$ cat src/rtl/gcd_engine_if.sv
// gcd_engine_if: operand/result valid-ready bundle for gcd_engine.
interface gcd_engine_if #(
    parameter int WIDTH     = 16,
    parameter int CNT_WIDTH = 16
);
    logic                 in_valid;
    logic                 in_ready;
    logic [WIDTH-1:0]     a_in;
    logic [WIDTH-1:0]     b_in;
    logic                 out_valid;
    logic                 out_ready;
    logic [WIDTH-1:0]     gcd_out;
    logic                 zero_flag;
    logic [CNT_WIDTH-1:0] iter_count;
    logic                 busy;

    modport master (
        output in_valid, a_in, b_in, out_ready,
        input  in_ready, out_valid, gcd_out, zero_flag, iter_count, busy
    );

    modport slave (
        input  in_valid, a_in, b_in, out_ready,
        output in_ready, out_valid, gcd_out, zero_flag, iter_count, busy
    );
endinterface

$ cat src/rtl/gcd_engine.sv
// gcd_engine: self-sequencing subtract-and-compare GCD with valid/ready in and out.
module gcd_engine #(
    parameter int WIDTH     = 16,
    parameter int CNT_WIDTH = 16
) (
    input  logic         clock,
    input  logic         reset_n,
    gcd_engine_if.slave  bus
);
    localparam logic [1:0] S_IDLE = 2'd0;
    localparam logic [1:0] S_COMP = 2'd1;
    localparam logic [1:0] S_DONE = 2'd2;

    logic [1:0]           r_state;
    logic [WIDTH-1:0]     r_a;
    logic [WIDTH-1:0]     r_b;
    logic [CNT_WIDTH-1:0] r_cnt;
    logic [WIDTH-1:0]     r_gcd;
    logic                 r_zero;
    logic [CNT_WIDTH-1:0] r_iter;
    logic                 w_any_zero;

    assign w_any_zero     = (r_a == '0) || (r_b == '0);
    assign bus.in_ready   = r_state == S_IDLE;
    assign bus.out_valid  = r_state == S_DONE;
    assign bus.busy       = r_state == S_COMP;
    assign bus.gcd_out    = r_gcd;
    assign bus.zero_flag  = r_zero;
    assign bus.iter_count = r_iter;

    always_ff @(posedge clock or negedge reset_n) begin
        if (!reset_n) begin
            r_state <= S_IDLE;
            r_a     <= '0;
            r_b     <= '0;
            r_cnt   <= '0;
            r_gcd   <= '0;
            r_zero  <= 1'b0;
            r_iter  <= '0;
        end else if (r_state == S_IDLE) begin
            if (bus.in_valid) begin
                r_a     <= bus.a_in;
                r_b     <= bus.b_in;
                r_cnt   <= '0;
                r_state <= S_COMP;
            end
        end else if (r_state == S_COMP) begin
            if (w_any_zero || r_a == r_b) begin
                r_gcd   <= w_any_zero ? (r_a | r_b) : r_a;
                r_zero  <= w_any_zero;
                r_iter  <= r_cnt;
                r_state <= S_DONE;
            end else begin
                // Always larger minus smaller, so neither operand can underflow.
                r_a   <= (r_a > r_b) ? r_a - r_b : r_a;
                r_b   <= (r_a > r_b) ? r_b : r_b - r_a;
                r_cnt <= (&r_cnt) ? r_cnt : r_cnt + 1'b1;
            end
        end else if (bus.out_ready) begin
            r_state <= S_IDLE;
        end
    end
endmodule

$ cat src/flat_wrapper.sv
// flat-port wrapper written by rule: the top's interface ports become plain ports
module gcd_engine_flat 
#(
    parameter int WIDTH     = 16,
    parameter int CNT_WIDTH = 16
)
  (clock, reset_n, bus_in_valid, bus_a_in, bus_b_in, bus_out_ready, bus_in_ready, bus_out_valid, bus_gcd_out, bus_zero_flag, bus_iter_count, bus_busy);
  gcd_engine_if #(.WIDTH(WIDTH), .CNT_WIDTH(CNT_WIDTH)) bus_i ();
  input  logic clock;
  input  logic reset_n;
  input wire logic [$bits(bus_i.in_valid)-1:0] bus_in_valid;
  input wire logic [$bits(bus_i.a_in)-1:0] bus_a_in;
  input wire logic [$bits(bus_i.b_in)-1:0] bus_b_in;
  input wire logic [$bits(bus_i.out_ready)-1:0] bus_out_ready;
  output wire logic [$bits(bus_i.in_ready)-1:0] bus_in_ready;
  output wire logic [$bits(bus_i.out_valid)-1:0] bus_out_valid;
  output wire logic [$bits(bus_i.gcd_out)-1:0] bus_gcd_out;
  output wire logic [$bits(bus_i.zero_flag)-1:0] bus_zero_flag;
  output wire logic [$bits(bus_i.iter_count)-1:0] bus_iter_count;
  output wire logic [$bits(bus_i.busy)-1:0] bus_busy;
  assign bus_i.in_valid = bus_in_valid;
  assign bus_i.a_in = bus_a_in;
  assign bus_i.b_in = bus_b_in;
  assign bus_i.out_ready = bus_out_ready;
  assign bus_in_ready = bus_i.in_ready;
  assign bus_out_valid = bus_i.out_valid;
  assign bus_gcd_out = bus_i.gcd_out;
  assign bus_zero_flag = bus_i.zero_flag;
  assign bus_iter_count = bus_i.iter_count;
  assign bus_busy = bus_i.busy;
  gcd_engine #(.WIDTH(WIDTH), .CNT_WIDTH(CNT_WIDTH)) u_core (.clock(clock), .reset_n(reset_n), .bus(bus_i));
endmodule
$ cat config.mk
export PLATFORM = sky130hd
export DESIGN_NAME = gcd_engine_flat
export DESIGN_NICKNAME = d
export VERILOG_FILES = /design/src/rtl/gcd_engine_if.sv /design/src/rtl/gcd_engine.sv /design/src/flat_wrapper.sv
export SDC_FILE = /design/constraint.sdc
export NUM_CORES = 1
export LEC_CHECK = 0
export ABC_AREA = 1
export BUFFER_PORTS_ARGS = -buffer_cell sky130_fd_sc_hd__buf_2
export CAP_MARGIN = 20
export CORE_MARGIN = 2
export CORE_UTILIZATION = 53
export DETAILED_ROUTE_END_ITERATION = 10
export GPL_ROUTABILITY_DRIVEN = 0
export GPL_TIMING_DRIVEN = 0
export HOLD_SLACK_MARGIN = 0.15
export PLACE_DENSITY = 0.85
export SYNTH_ARGS = -nofsm -noshare
export SYNTH_HDL_FRONTEND = slang
export SYNTH_SLANG_ARGS = --single-unit
$ cat constraint.sdc
create_clock -name clock -period 6.3 [get_ports clock]
set_input_delay 1.26 -clock clock [delete_from_list [all_inputs] [get_ports clock]]
set_output_delay 1.26 -clock clock [all_outputs]
set_load 0.02 [all_outputs]
After elaboration in Yosys (flattened, before gate mapping)
Cells that the tools add are included.
{"block": "word_totals", "reg_bits": 83, "in_bits": 36}
{"block": "classes", "n_addsub": 3, "order_cmp": 1, "eq_ne": 8, "muxes": 21, "n_bitwise": 2, "reduce_logical": 14}
{"cell": "16-bit 2-to-1 mux", "count": 16}
{"cell": "16-bit zero test", "count": 2}
{"cell": "16-bit subtractor", "count": 2}
{"cell": "16-bit by 1-bit adder with 16-bit output, second input constant", "count": 1}
{"cell": "16-bit equality test", "count": 1}
{"cell": "16-bit > comparator", "count": 1}
{"cell": "16-bit OR", "count": 1}
{"cell": "16-bit AND reduction", "count": 1}
{"cell": "4-bit AND reduction", "count": 3}
{"cell": "2-bit 2-to-1 mux", "count": 5}
{"cell": "2-bit != test, second input constant", "count": 4}
{"cell": "3-bit AND reduction", "count": 2}
{"cell": "2-bit nonzero test", "count": 2}
{"cell": "3-bit by 2-bit != test with 1-bit output, second input constant", "count": 1}
{"cell": "3-bit nonzero test", "count": 1}
{"cell": "2-bit by 1-bit equality test with 1-bit output, second input constant", "count": 1}
{"cell": "2-bit equality test, second input constant", "count": 1}
{"cell": "2-bit zero test", "count": 1}
{"cell": "1-bit logical OR", "count": 2}
{"cell": "1-bit NOT", "count": 1}

Logic depth before layout (Yosys ltp)
{"block": "logic_depth", "word_depth": 6, "mapped_depth": 16}

Least setup slack after synthesis
Ideal clock, no wire load.
{"block": "synth_path", "path_type": "register -> output", "from": "reg u_core.r_state[1]", "to": "out bus_in_ready", "arrival_time_ns": 1.154, "required_time_ns": 5.040, "path_slack_ns": 3.886, "stages_incl_launch_ff": 4, "path_buffers": 2, "path_cell_list": "dfrtp_1 -> nor2_1 -> buf_2 -> buf_2"}
{"block": "synth_between", "elab_chain_len": 1}
{"item": "from (decl)", "line": "gcd_engine.sv:14", "text": "logic [1:0] r_state;"}
{"item": "from (signal assigned)", "line": "gcd_engine.sv:33", "text": "r_state <= S_IDLE;"}
{"item": "from (signal assigned)", "line": "gcd_engine.sv:45", "text": "r_state <= S_COMP;"}
{"item": "from (signal assigned)", "line": "gcd_engine.sv:52", "text": "r_state <= S_DONE;"}
{"item": "2-bit zero test", "line": "gcd_engine.sv:24", "text": "assign bus.in_ready = r_state == S_IDLE;"}
{"item": "to (decl)", "line": "flat_wrapper.sv:15", "text": "output wire logic [$bits(bus_i.in_ready)-1:0] bus_in_ready;"}
No other way between the ends.

Worst setup path in the final report
Ends and elaborated chain as after synthesis.

==> flow_metrics.py <==
metrics = {
    "timing": {
        "clock_skew_ns": 0.00819,
        "max_slew.worst_pin.slew_ns": 0.728,
        "drv_slew": 0,
        "relSlewSlack_pct": 51.4,
        "setup_violations": 0,
        "grt_setup_unrepaired": "false",
        "hold_viol": 0,
        "setup-tns-final_ns": 0,
        "fin_crit_ns": 3.38,
        "fmax_ghz": 0.296,
        "fin_crit_sh_pct": 53.6,
    },
    "critical_path": {
        "cp_max_fo": 10,
        "max_stage_delay_ns": 0.42,
        "r2r_start": "u_core.r_a[0]$_DFFE_PN0P_",
        "slowest_stage": "dfrtp_1",
        "crit_start": "u_core.r_state[1]$_DFFE_PN0P_",
        "worst_path_most_repeated_cell": "buf_2",
        "worstPathArrival_ns": 2.12,
        "critPathKind": "reg -> out",
        "cp_cell_sequence": "nor2_1 -> buf_2 -> buf_2 -> buf_2",
        "cp-start-kind": "flip-flop",
        "end_kind": "output port",
        "worstPathRequired_ns": 5.04,
    },
    "route": {
        "drc_errors": 0,
        "vias_per_cell": 5.42,
        "drt-pass1-iter-count": 5,
        "drt_wl_total_um": 17900,
        "wl_per_cell_um": 15.4,
        "ant_nets": 0,
        "vias": 6289,
        "first_iter_violations": 638,
    },
    "floorplan": {
        "start_util_pct": 53.7,
        "pin_count": 72,
        "fp.dieArea_um2": 13000,
        "dieWidth_um": 114,
        "rows": 40,
        "core_um2": 11900,
        "die_h_um": 114,
    },
    "cts": {
        "h-tree-depth": 3,
        "clock_latency_ns": 0.36,
        "cts_made_buffers": 9,
        "max-clock-path-buffers": 2,
        "post_cts_buffers": 0,
        "root_buffer": "clkbuf_16",
        "clock-sinks": 83,
        "cts_resized": 0,
        "path_clk_slew_ns": 0.06,
        "cts_tree": "yes",
        "holdBufCountCts": 0,
    },
    "min_path": {
        "hp-start": "u_core.bus.zero_flag$_DFFE_PN0P_",
        "hold_class": "reg -> reg",
    },
    "logic_synthesis": {
        "ys_async_sr_fraction_pct": 100,
        "syn-mean-instance-area_um2": 6.91,
        "syn-num-nets": 1011,
        "synth_area_um2": 6390,
        "synthCells": 925,
        "yosysUniqueCellTypes": 33,
        "ys_seq_area_share_pct": 32.5,
        "synth_edf_count": 0,
        "synth-main-ff-cell": "dfrtp_1",
        "synth_seq_cells": 83,
        "ys_warn_count": 0,
    },
    "final_layout": {
        "final_cells": 1160,
        "final_layout_size_suffix_gt1_share_pct": 16.0,
        "area_growth_pct": 13.7,
        "diodes": 0,
        "num-fill-cells": 1118,
        "nets": 1094,
    },
    "global_route": {
        "grt_overflow": 0,
        "grt_max_degree": 63,
        "grt_pass1_vias": 6034,
        "antenna_found_initial": 0,
        "grt_pass1_wl_um": 29500,
        "grtUsageTotal_pct": 29.3,
    },
    "flow_run": {
        "drv_cap": 0,
    },
    "power_and_ir_drop": {
        "clkPwrFrac_pct": 11.8,
        "p_int_mw": 2.17,
        "p_sw_mw": 2.56,
        "pwr-share-comb_pct": 68.4,
        "power_density_nw_per_um2": 650,
        "switching_share_pct": 54.1,
        "p_leak_nw": 3.88,
        "seqPwrFrac_pct": 19.8,
        "ir_drop_mv": 0.337,
    },
    "placed_design": {
        "dpl.cell_count": 1144,
        "io_buffers": 71,
        "dp_hpwl_um": 13800,
    },
    "outcome": {
        "status": "completed",
    },
}
-- final timing paths --
check | endpoint | slack, ns | depth (start not counted)
max in group asynchronous | u_core.bus.gcd_out[6]$_DFFE_PN0P_ | 4.89 | 2
min | u_core.bus.zero_flag$_DFFE_PN0P_ | 0.47 | 2
max | bus_in_ready | 2.92 | 4
min reg2reg | u_core.bus.zero_flag$_DFFE_PN0P_ | 0.47 | 2
min in group asynchronous | u_core.r_a[6]$_DFFE_PN0P_ | 0.80 | 1
max reg2reg | u_core.r_b[8]$_DFFE_PN0P_ | 3.79 | 15
-- synthesized netlist by cell type, drive strengths merged (2+ instances only) --
master  count  area [um^2]
nand2     326         1260
inv       128          480
o21ai      95          547
dfrtp      83         2080
nor2       68          295
nand3      65          343
ha         48          601
a21oi      28          151
buf        22          191
xor2       16          140
nor3       13         65.1
nand4      12         75.1
clkbuf      7         26.3
o21bai      4         30.0
mux2i       3         30.0
fa          2         40.0
o22ai       2         12.5
-- layer usage --
| layer | part of all wire (%) | global-route usage [%] | up-vias |
|---|---|---|---|
| met5 | 0 | 0 | - |
| met4 | 5.2 | 18.4 | 0 |
| met3 | 7.8 | 4.14 | 68 |
| met2 | 46 | 47.0 | 248 |
| met1 | 42 | 37.4 | 2889 |
| li1 | - | - | 3084 |
-- power groups by stage --
| stage | Sequential [mW] | Clock, mW | Combinational (mW) |
|---|---|---|---|
| after CTS | 0.930 | 0.564 | 3.18 |
| after detailed placement | 0.937 | 0 | 3.16 |
| after global routing | 0.963 | 0.586 | 3.64 |
| after global placement | 0.927 | 0 | 3.08 |
| after floorplan | 0.952 | 0 | 2.36 |
| final | 0.935 | 0.559 | 3.23 |
-- flip-flops by register name (all words and copies together) (netlist names) --
signal and count:
u_core.bus.gcd_out 16, u_core.bus.zero_flag 1, u_core.r_state 2, u_core.bus.iter_count 16
u_core.r_cnt 16, u_core.r_b 16, u_core.r_a 16
-- metrics by stage --
stage	util, %	worst slack, ns	power [mW]	instance area, um^2	hold WS [ns]
2_1_floorplan	-	3.89	3.31	6390	0.471
3_3_place_gp	58.2	3.29	4.00	6930	0.456
3_5_place_dp	58.4	3.35	4.10	6960	0.462
4_1_cts	61.0	2.96	4.67	7270	0.478
5_1_grt	61.0	2.81	5.19	7270	0.497
6_report	61.0	2.92	4.73	7270	0.471
-- layout by cell type (no fill, tap or decap), types with 2 or more instances in the layout --
master	netlist	final
a21oi_1	25	25
a21oi_2	3	3
buf_2	6	76
buf_4	4	5
buf_6	10	10
clkbuf_1	7	7
clkbuf_16	0	9
clkinvlp_4	0	2
dfrtp_1	83	83
fa_1	2	2
ha_1	48	48
inv_1	123	123
inv_2	5	5
inv_6	0	2
mux2i_1	3	3
nand2_1	310	310
nand2_2	16	16
nand3_1	63	63
nand4_1	12	12
nor2_1	60	60
nor2_2	4	4
nor2_4	4	4
nor3_1	13	13
o21ai_0	36	36
o21ai_1	40	40
o21ai_2	19	19
o21bai_1	4	4
o22ai_1	2	2
xor2_1	16	16
-- critical path: cells and delay by family, from the launching register on --
kind          cells  cell delay, ns
simple gates      1            0.40
buf+inv           3            0.94
flops             1            0.42
-- kinds of logic after synthesis --
logic type	share of synthesized area [%]
AND/OR/NAND/NOR	32.1
buffers and inverters	10.9
AO/OA/AOI/OAI	11.8
flip-flops	32.5
adder cells (fa/ha/maj)	10.0
multiplexers	0.470
XOR/XNOR	2.19
-- layout make-up --
cell class	instances	area (um^2)	share of cell area, %
timing repair buffer	72	385	5.30
multi-input combinational	685	3620	49.8
clock buffer	9	225	3.10
inverter	128	480	6.61
sequential	83	2080	28.6
clock inverter	7	82.6	1.14
buffer	29	218	3.00
tap	147	184	2.53
(Power assumes the default switching activity.)
